## src/rtl/lamp_mode_scheduler.sv

```systemverilog
// Lamp sequencer: debounces the panel switches, resolves the LED mode and display
// code, and time-shares the three shade servos with dead time between grants.
module lamp_mode_scheduler #(
  parameter int unsigned DEBOUNCE_CYCLES   = 1000000,
  parameter int unsigned SLOT_CYCLES       = 50000000,
  parameter int unsigned GAP_CYCLES        = 2500000,
  parameter int unsigned BLINK_HALF_CYCLES = 12500000
) (
  input  logic       clk,
  input  logic       rst_n,
  input  logic [9:0] sw_i,
  output logic [2:0] motor_en_o,
  output logic       motor_busy_o,
  output logic [3:0] led_o,
  output logic       led_pwm_sel_o,
  output logic [3:0] mode_o
);

  localparam int unsigned DB_W    = (DEBOUNCE_CYCLES   > 1) ? $clog2(DEBOUNCE_CYCLES)   : 1;
  localparam int unsigned SLOT_W  = (SLOT_CYCLES       > 1) ? $clog2(SLOT_CYCLES)       : 1;
  localparam int unsigned GAP_W   = (GAP_CYCLES        > 1) ? $clog2(GAP_CYCLES)        : 1;
  localparam int unsigned BLINK_W = (BLINK_HALF_CYCLES > 1) ? $clog2(BLINK_HALF_CYCLES) : 1;

  localparam logic [DB_W-1:0]    DB_LAST    = DB_W'(DEBOUNCE_CYCLES - 1);
  localparam logic [SLOT_W-1:0]  SLOT_LAST  = SLOT_W'(SLOT_CYCLES - 1);
  localparam logic [GAP_W-1:0]   GAP_LAST   = GAP_W'(GAP_CYCLES - 1);
  localparam logic [BLINK_W-1:0] BLINK_LAST = BLINK_W'(BLINK_HALF_CYCLES - 1);

  typedef enum logic [1:0] {ST_IDLE, ST_RUN, ST_GAP} state_t;

  logic [9:0]         sync1, sync2, deb;
  logic [DB_W-1:0]    db_cnt [10];
  logic [BLINK_W-1:0] blink_cnt;
  logic               blink_off;
  logic [3:0]         disp_code;
  logic [3:0]         led_next;
  logic               sel_next;
  logic               blink_mode;

  state_t             state;
  logic [1:0]         grant;
  logic [SLOT_W-1:0]  slot_cnt;
  logic [GAP_W-1:0]   gap_cnt;
  logic [2:0]         req;
  logic [2:0]         grant_mask;
  logic [1:0]         cand1, cand2, rr_pick;
  logic               rr_found, others_req;

  function automatic logic [1:0] wrap_inc(input logic [1:0] g);
    return (g == 2'd2) ? 2'd0 : g + 2'd1;
  endfunction

  // A bit is accepted only after DEBOUNCE_CYCLES consecutive mismatching cycles.
  always_ff @(posedge clk) begin
    if (!rst_n) begin
      sync1 <= '0;
      sync2 <= '0;
      deb   <= '0;
      for (int unsigned i = 0; i < 10; i++) db_cnt[i] <= '0;
    end else begin
      sync1 <= sw_i;
      sync2 <= sync1;
      for (int unsigned i = 0; i < 10; i++) begin
        if (sync2[i] == deb[i]) begin
          db_cnt[i] <= '0;
        end else if (db_cnt[i] == DB_LAST) begin
          deb[i]    <= sync2[i];
          db_cnt[i] <= '0;
        end else begin
          db_cnt[i] <= db_cnt[i] + 1'b1;
        end
      end
    end
  end

  always_comb begin
    disp_code = 4'hA;
    for (int unsigned i = 0; i < 10; i++)
      if (deb[i]) disp_code = 4'(i);
  end

  always_comb begin
    led_next   = '0;
    sel_next   = 1'b0;
    blink_mode = 1'b0;
    if (deb[6])      led_next = 4'b0001;
    else if (deb[5]) led_next = 4'b0010;
    else if (deb[4]) led_next = 4'b0100;
    else if (deb[3]) led_next = 4'b1000;
    else if (deb[2]) led_next = 4'b1111;
    else if (deb[1]) begin
      blink_mode = 1'b1;
      led_next   = blink_off ? 4'b0000 : 4'b1111;
    end else if (deb[0]) sel_next = 1'b1;
  end

  always_ff @(posedge clk) begin
    if (!rst_n) begin
      mode_o        <= 4'hA;
      led_o         <= '0;
      led_pwm_sel_o <= 1'b0;
      blink_cnt     <= '0;
      blink_off     <= 1'b0;
    end else begin
      mode_o        <= disp_code;
      led_o         <= led_next;
      led_pwm_sel_o <= sel_next;
      if (!blink_mode) begin
        blink_cnt <= '0;
        blink_off <= 1'b0;
      end else if (blink_cnt == BLINK_LAST) begin
        blink_cnt <= '0;
        blink_off <= ~blink_off;
      end else begin
        blink_cnt <= blink_cnt + 1'b1;
      end
    end
  end

  // Servo 0 is SW9, servo 2 is SW7; search starts just after the last grant.
  always_comb begin
    req        = {deb[7], deb[8], deb[9]};
    grant_mask = 3'b001 << grant;
    others_req = |(req & ~grant_mask);
    cand1      = wrap_inc(grant);
    cand2      = wrap_inc(cand1);
    rr_found   = |req;
    if (req[cand1])      rr_pick = cand1;
    else if (req[cand2]) rr_pick = cand2;
    else                 rr_pick = grant;
  end

  always_ff @(posedge clk) begin
    if (!rst_n) begin
      state        <= ST_IDLE;
      grant        <= 2'd2;
      slot_cnt     <= '0;
      gap_cnt      <= '0;
      motor_en_o   <= '0;
      motor_busy_o <= 1'b0;
    end else begin
      case (state)
        ST_RUN: begin
          if (!req[grant] || (slot_cnt == SLOT_LAST && others_req)) begin
            state        <= ST_GAP;
            gap_cnt      <= '0;
            motor_en_o   <= '0;
            motor_busy_o <= 1'b0;
          end else if (slot_cnt == SLOT_LAST) begin
            slot_cnt <= '0;
          end else begin
            slot_cnt <= slot_cnt + 1'b1;
          end
        end
        ST_GAP: begin
          if (gap_cnt != GAP_LAST) begin
            gap_cnt <= gap_cnt + 1'b1;
          end else if (rr_found) begin
            state        <= ST_RUN;
            grant        <= rr_pick;
            slot_cnt     <= '0;
            motor_en_o   <= 3'b001 << rr_pick;
            motor_busy_o <= 1'b1;
          end else begin
            state <= ST_IDLE;
          end
        end
        default: begin
          if (rr_found) begin
            state        <= ST_RUN;
            grant        <= rr_pick;
            slot_cnt     <= '0;
            motor_en_o   <= 3'b001 << rr_pick;
            motor_busy_o <= 1'b1;
          end else begin
            state <= ST_IDLE;
          end
        end
      endcase
    end
  end

endmodule

```

## config.mk

```make
export PLATFORM = sky130hd
export DESIGN_NAME = lamp_mode_scheduler
export DESIGN_NICKNAME = d
export VERILOG_FILES = /design/src/rtl/lamp_mode_scheduler.sv
export SDC_FILE = /design/constraint.sdc
export NUM_CORES = 1
export LEC_CHECK = 0
export ABC_AREA = 1
export CELL_PAD_IN_SITES_DETAIL_PLACEMENT = 0
export CELL_PAD_IN_SITES_GLOBAL_PLACEMENT = 1
export CORE_MARGIN = 5
export CORE_UTILIZATION = 45
export CTS_BUF_LIST = sky130_fd_sc_hd__clkbuf_8
export DETAILED_ROUTE_END_ITERATION = 7
export PLACE_DENSITY = 0.8
export SLEW_MARGIN = 10
export SYNTH_ARGS = -nofsm -noshare
export SYNTH_HDL_FRONTEND = slang
export SYNTH_SLANG_ARGS = --single-unit
export TNS_END_PERCENT = 30
```

## constraint.sdc

```tcl
create_clock -name clk -period 2.1 [get_ports clk]
set_clock_uncertainty 0.1 [all_clocks]
set_input_delay 0.42 -clock clk [delete_from_list [all_inputs] [get_ports clk]]
set_output_delay 0.42 -clock clk [all_outputs]
set_load 0.05 [all_outputs]
```

[Yosys cells after proc, flatten, opt, wreduce, memory -nomap -nowiden]
Memories as Yosys holds them, arrays and structs flattened.
Cells that the tools add are included.
Operators by class
  $mul: 0
  shift operators: 2
  reduce and logical (&&, ||, !) cells: 27
  magnitude comparators: 3
  multiplexer cells: 198
  bitwise operators: 46
  div/mod/pow operators: 0
  eq/ne operators: 31
  add/sub/neg operators: 15
Operators by type and width (number)
  $mux 20: 30
  $add 20x1->20 const B: 10
  $eq 20x20->1 const B: 10
  $mux 1: 126
  $mux 26: 4
  $pmux 26 s2: 1
  $mux 4: 12
  $mux 22: 2
  $pmux 22 s2: 1
  $or 1x1->1: 30
  $reduce_and 2->1: 14
  $add 26x1->26 const B: 1
  $eq 26x26->1 const B: 1
  $add 24x1->24 const B: 1
  $eq 24x24->1 const B: 1
  $add 22x1->22 const B: 1
  $mux 2: 11
  $ne 22x22->1 const B: 1
  $reduce_or 3->1: 5
  $not 1->1: 14
  $mux 3: 4
  $eq 1x1->1: 10
  $lt 2x3->1 const B: 3
  $ne 2x2->1 const B: 4
  other kinds (18): 25
Storage, ports and cells
  memory bits (read-only): 0
  output and inout port bits: 13
  input bits: 12
  RAM bits: 200
  memories: 1
  latch bits: 0
  flip-flop bits (word level): 120
Memories
  db_cnt: words 10, bits a word 20, rd ports 10, clocked after Yosys merged registers in 0, wr ports 10, line 32  | logic [DB_W-1:0] db_cnt [10];

[Depth between registers and ports, before layout]
  depth in word-level cells: 12
  gate-level depth with buffers: 13

[Worst setup path before layout]
No wires, ideal clock.
  path type: reg-to-reg
  from: memory db_cnt[8][0] (netlist name)
  to: memory db_cnt[8][15] (netlist name), data pin
  buffers on the path: 1
  clock period less this slack: 1929 ps
  data arrival time: 1572 ps
  library setup time: 257 ps
  path slack: 171 ps
  data required time: 1743 ps
  cell stages (with the launch flop): 10
  path through: edfxtp_1 > ha_1 > nand2_1 > nor2_1 > nand2_1 > nor2_1 > nand3_1 > nand2_1 > buf_2 > nor2_1
RTL lines (line)
  from (decl): 32

[Final worst setup path]
  from: register mode_o[0]
  to: output port mode_o[0]
RTL lines
  from (decl): line 16  | output logic [3:0] mode_o
  from (signal assigned): line 105  | mode_o <= disp_code;
No word-level cell between the ends.

==> impl_metrics.py <==
metrics = {
    "setup_path": {
        "cp.arrival_ns": 1.48,
        "critPathBufInv": 1,
        "critPathMaxStageDelay_ns": 0.50,
        "crit_slowest_cell": "clkdlybuf4s15_1",
        "path_cells": "clkdlybuf4s15_1",
        "start_kind": "flip-flop",
        "end_kind": "output pin",
        "cp_max_fo": 1,
        "setup.worst_path.class": "flip-flop to output pin",
        "required_ns": 1.58,
        "critPathTopFamily": "buffers and inverters",
    },
    "min_path": {
        "hold_path.class": "input pin to flip-flop",
    },
    "sta": {
        "slew_headroom": 0.555,
        "min_period_ns": 2.00,
        "worst_pin_slew_ns": 0.668,
        "grt_setup_unrepaired": "true",
        "setup_viol": 0,
        "drv_slew": 0,
        "clock.fmax_mhz": 500,
        "period_share": 0.952,
        "hold_viol": 0,
    },
    "yosys": {
        "synth_top_cell_by_area": "edfxtp_1",
        "synthCells": 2306,
        "synth-edff-count": 200,
        "async_flop_share": 0,
        "ys_warn_count": 0,
        "synth_area_leaders": "edfxtp_1, dfxtp_1, nand2_1",
        "synth-seq-cells": 320,
        "yosysTopAreaCellShare": 0.341,
        "ys_seq_area_frac": 0.477,
        "syn_area_sq_um": 17600,
        "synth-main-ff-cell": "edfxtp_1",
        "avgSynthCellArea_sq_um": 7.64,
        "synth.distinct_cells": 49,
    },
    "grt": {
        "grt_pass1_vias": 14476,
        "grt-ovfl-total": 0,
        "grt_util_all_layers": 0.176,
        "grt_pass1_wl_microns": 65900,
        "antenna_found_initial": 0,
        "grt_max_degree": 44,
    },
    "layout": {
        "drive_gt1_frac": 0.0983,
        "final_cell_mix": "nand2_1, nor2_1, inv_1",
        "stdcell_count": 3203,
        "syn_to_final_growth_pct": 19.8,
        "layout_commonest_cell": "nand2_1",
        "antenna_cells": 0,
        "num-nets-final": 2666,
        "fillers": 3853,
        "fin_area_sq_um": 21100,
    },
    "run_status": {
        "status": "finished, final reports clean",
    },
    "floorplan": {
        "die_w_microns": 208,
        "ios": 25,
        "die_h_microns": 208,
        "dieArea_sq_um": 43200,
        "start_util": 0.455,
        "core_area_sq_um": 38700,
        "rows": 72,
    },
    "drt": {
        "wl_per_cell_microns": 12.2,
        "dr.pass1.iters": 5,
        "wl_met3_microns": 1510,
        "drt.antenna.violating_nets": 0,
        "vias": 15244,
        "routed_wl_microns": 39100,
        "wl_met2_microns": 18100,
        "highest_layer": "met4",
        "drcViolationCount": 0,
        "met1Wirelength_microns": 18700,
        "initialDrtViolationCount": 762,
        "avgViaCountPerCell": 4.76,
    },
    "cts": {
        "cts-htree-levels": 2,
        "clockBufferDepth": 3,
        "clkTransAtPathRegs_ns": 0.06,
        "clk_latency_ns": 0.64,
        "cts-root-buf": "clkbuf_8",
        "cts_tree": "built",
        "cts-buffers-inserted": 56,
        "clock-sinks": 320,
    },
    "placement": {
        "place_inst": 3095,
        "dp_hpwl_microns": 28600,
        "placed_area_sq_um": 19800,
        "gp_congestion": 0.869,
        "io_buffers": 24,
    },
    "pwr": {
        "vdd_drop_max_mv": 0.472,
        "p_leak_nw": 8.45,
        "p_per_area_nw_per_um2": 626,
    },
    "run": {
        "cap_viol_max_count": 0,
    },
}
## sequential cells by signal, summed over array words and instances (netlist names)
name / count
blink_cnt: 24
blink_off: 1
db_cnt: 200
deb: 10
gap_cnt: 22
grant: 2
led_o: 4
led_pwm_sel_o: 1
mode_o: 4
motor_busy_o: 1
motor_en_o: 3
slot_cnt: 26
state: 2
sync1: 10
sync2: 10
## logic make-up (layout without fill, tap and decap cells)
| logic type | after synthesis | count (layout) | share of synthesized area |
|---|---|---|---|
| adders and majority gates | 13 | 13 | 0.00923 |
| buffers and inverters | 334 | 513 | 0.0743 |
| and+or+nand+nor | 1328 | 1329 | 0.331 |
| xor gates and xnor gates | 74 | 74 | 0.0368 |
| other | 1 | 200 | 0.000213 |
| AOI/OAI and AO/OA | 236 | 236 | 0.0718 |
| DFF | 320 | 320 | 0.477 |
## final timing paths
path	slack (ns)	cells after the start	start	end
worst max register to register	0.12	12	slot_cnt[1]	slot_cnt[23]
worst min-delay path	0.21	3	sw_i[1]	sync1[1]
worst max-delay path	0.10	1	mode_o[0]	mode_o[0]
worst min register to register	0.31	2	sync1[0]	sync2[0]
## per-stage QoR
stage	TNS (ns)	power, mW	hold slack [ns]	setup slack (ns)	utilization
after floorplan	0	7.46	0.290	0.171	-
after global placement	-2.05	7.61	0.298	-0.264	0.512
after detailed placement	-2.44	7.63	0.301	-0.269	0.512
after CTS	0	13.5	0.142	0.00280	0.541
after global routing	-0.225	13.8	0.183	-0.0407	0.545
final	0	13.2	0.212	0.101	0.545
## area by class of cell
| cell class | instances | area [sq um] | share of cell area |
|---|---|---|---|
| clock inverter | 38 | 231 | 0.0110 |
| clock buffer | 64 | 881 | 0.0417 |
| tap | 518 | 648 | 0.0307 |
| inverter | 288 | 1080 | 0.0512 |
| multi-input combinational | 1852 | 8770 | 0.415 |
| sequential | 320 | 8410 | 0.398 |
| timing repair buffer | 123 | 1090 | 0.0515 |
## synthesized netlist by cell type (5+ instances only)
| cell | n |
|---|---|
| xnor2_1 | 21 |
| o21ai_1 | 9 |
| nand2_2 | 8 |
| o21ai_0 | 51 |
| a21oi_1 | 140 |
| buf_4 | 5 |
| a211oi_1 | 8 |
| a31oi_1 | 9 |
| nand4_1 | 57 |
| edfxtp_1 | 200 |
| ha_1 | 13 |
| xor2_1 | 53 |
| nand2_1 | 513 |
| dfxtp_1 | 120 |
| nor4_1 | 17 |
| nand3_1 | 156 |
| clkbuf_1 | 25 |
| nor3_1 | 105 |
| inv_1 | 286 |
| nor3b_1 | 34 |
| o211ai_1 | 5 |
| nor2_1 | 387 |
| or2_2 | 27 |
| buf_2 | 10 |
## worst reg2reg max path, stage by stage, from the launching register on
cell	delay, ns
dfxtp_1	0.34
ha_2	0.19
nand2_2	0.08
nor2_4	0.13
nand2_2	0.08
nor2_2	0.14
buf_4	0.12
nand3_2	0.07
nand2_4	0.12
nand2_4	0.10
buf_12	0.18
o21ai_0	0.17
nor2_1	0.06
## routing by layer
metal  vias to the layer above  global-route usage
met5                         -                   0
met4                         0              0.0505
met3                        61              0.0292
met2                       182               0.293
met1                      6923               0.238
li1                       8078                   -
## repair_timing
item / in CTS / in global routing
hold endpoints to repair: 2 / 0
endpoints found under the setup margin: 27 / 124
gates cloned: 0 / 1
buffers inserted: 0 / 4
pin swaps: 0 / 4
gates resized for setup: 28 / 30
hold buffers: 1 / 0
## where the power goes
group          switching [mW]  internal [mW]
Clock                    2.66           3.04
Sequential              0.171           6.86
Combinational           0.313          0.168
No activity file was read; power rests on OpenSTA's default activity.
==> edit: new RTL, same settings <==
`SLOT_CYCLES`: 50000000 -> 25000000.
--- a/src/rtl/lamp_mode_scheduler.sv
+++ b/src/rtl/lamp_mode_scheduler.sv
@@ -2,7 +2,7 @@
 // code, and time-shares the three shade servos with dead time between grants.
 module lamp_mode_scheduler #(
   parameter int unsigned DEBOUNCE_CYCLES   = 1000000,
-  parameter int unsigned SLOT_CYCLES       = 50000000,
+  parameter int unsigned SLOT_CYCLES       = 25000000,
   parameter int unsigned GAP_CYCLES        = 2500000,
   parameter int unsigned BLINK_HALF_CYCLES = 12500000
 ) (
Function: same outputs for any inputs over 4 cycles, from zero or initial values and one cycle with rst_n low; that may be too few to reach the edited logic, so the function may still have changed.
==> edit against the unedited design <==
Clock power down 3%. Cell area down 0.46%. Wire length down 0.42%. Total power down 1.2%. Setup slack worse by 0.026 ns. Non-clock buffer count down 28. Synthesized cell count down 0.30%. Sequential cell count down 1. Synthesized area up 0.65%.
==> edit: results <==
[run_status]
status = "finished clean"

[cells_and_area]
seq_area_share_pct = 39.9
fin_util_pct = 54.1
nonClkBufAreaFrac_pct = 4.15
multi_input_area_share_pct = 42.6
nMultiInputCombCells = 1855
inverters_excl_clock = 281
top_regs = "db_cnt x200, slot_cnt x25, blink_cnt x24"
seq_cell_count = 319
clkCellAreaFrac_pct = 5.24
n_clock_buffer = 68
num-nonclk-buffers = 95
fillers = 3874
nNetsFinal = 2634
drive_gt1_share_pct = 9.60

[placed_design]
place_inst = 3067
place_area_mm2 = 0.0198
routabilityCongestion = 0.844
pre_cts_ws_ns = -0.0833
dp_hpwl_um = 28500

[setup_path]
timing.critical_path.from = "mode_o[2]$_SDFF_PP0_"
worstPathArrival_ns = 1.51
r2r_start = "slot_cnt[13]$_SDFFE_PN0P_"
r2r-end = "slot_cnt[14]$_SDFFE_PN0P_"
r2r_setup_slack_ns = 0.14
worstRegToRegCells = 9
endpoint = "mode_o[2]"

[global_route]
grt_use_met1_pct = 24.1
grt_util_met3_pct = 2.98
grt_use_met2_pct = 28.8
grt_pass1_vias = 14441
grt_max_degree = 48
grt_use_total_pct = 17.6
grt_pass1_wl_um = 66400

[synthesis]
synth_compound_area_share_pct = 7.10
netlist_top_cells_count = "nand2_1 (533), nor2_1 (354), inv_1 (274)"
yosys.area_share.adder_pct = 0.917
synthDistinctLibCells = 43
syn_inst = 2299
synthTopCellsByArea = "edfxtp_1 (34%), dfxtp_1 (13%), nand2_1 (11%)"
yosysSeqAreaShare_pct = 47.3
synth-xor-area-share_pct = 3.70

[power]
vdd_drop_max_uv = 492
leakagePower_nw = 8.29

[drt]
met1_length_um = 18800
wl_met2_um = 17800
dr_wl_met3_um = 1530
viasPerCell = 4.84
drt-pass1-iter-count = 5
highest_layer = "met4"
vias = 15356
drt_wl_total_um = 38900
drtIter0Drc = 768

[timing]
tightest_slew_ns = 0.504
clock.fmax_mhz = 494

[cts]
ctsResizeCount = 28
numCtsBuffers = 57

[worst_hold_path]
min-delay-start = "rst_n"
[edit: cell count changes in the layout (fill, tap and decap cells not counted), moves of 5 or more]
cell / delta
clkinv_1: -7
nand2_1: +17
or2_2: -6
a21oi_2: +9
nand4_1: +10
o21ai_0: -12
inv_2: +5
buf_4: -30
nand3_2: +13
o21ai_1: -8
nor2_1: -29
dlygate4sd2_1: +5
nor3b_1: -5
[edit: worst min-delay path by stage]
| stage | endpoint | slack, ns | cells after the start |
|---|---|---|---|
| global route | led_o[3]$_SDFF_PP0_ | 0.06 | 3 |
| detailed placement | sync2[7]$_SDFF_PN0_ | 0.30 | 2 |
| CTS | led_o[1]$_SDFF_PP0_ | 0.02 | 3 |
| floorplan | sync2[0]$_SDFF_PN0_ | 0.29 | 2 |
| finish | led_o[1]$_SDFF_PP0_ | 0.07 | 3 |
| global placement | sync2[0]$_SDFF_PN0_ | 0.29 | 2 |
[edit: report_power, final]
group          internal, mW  switching (mW)
Clock                  2.92            2.63
Sequential             6.84           0.170
Combinational         0.170           0.322
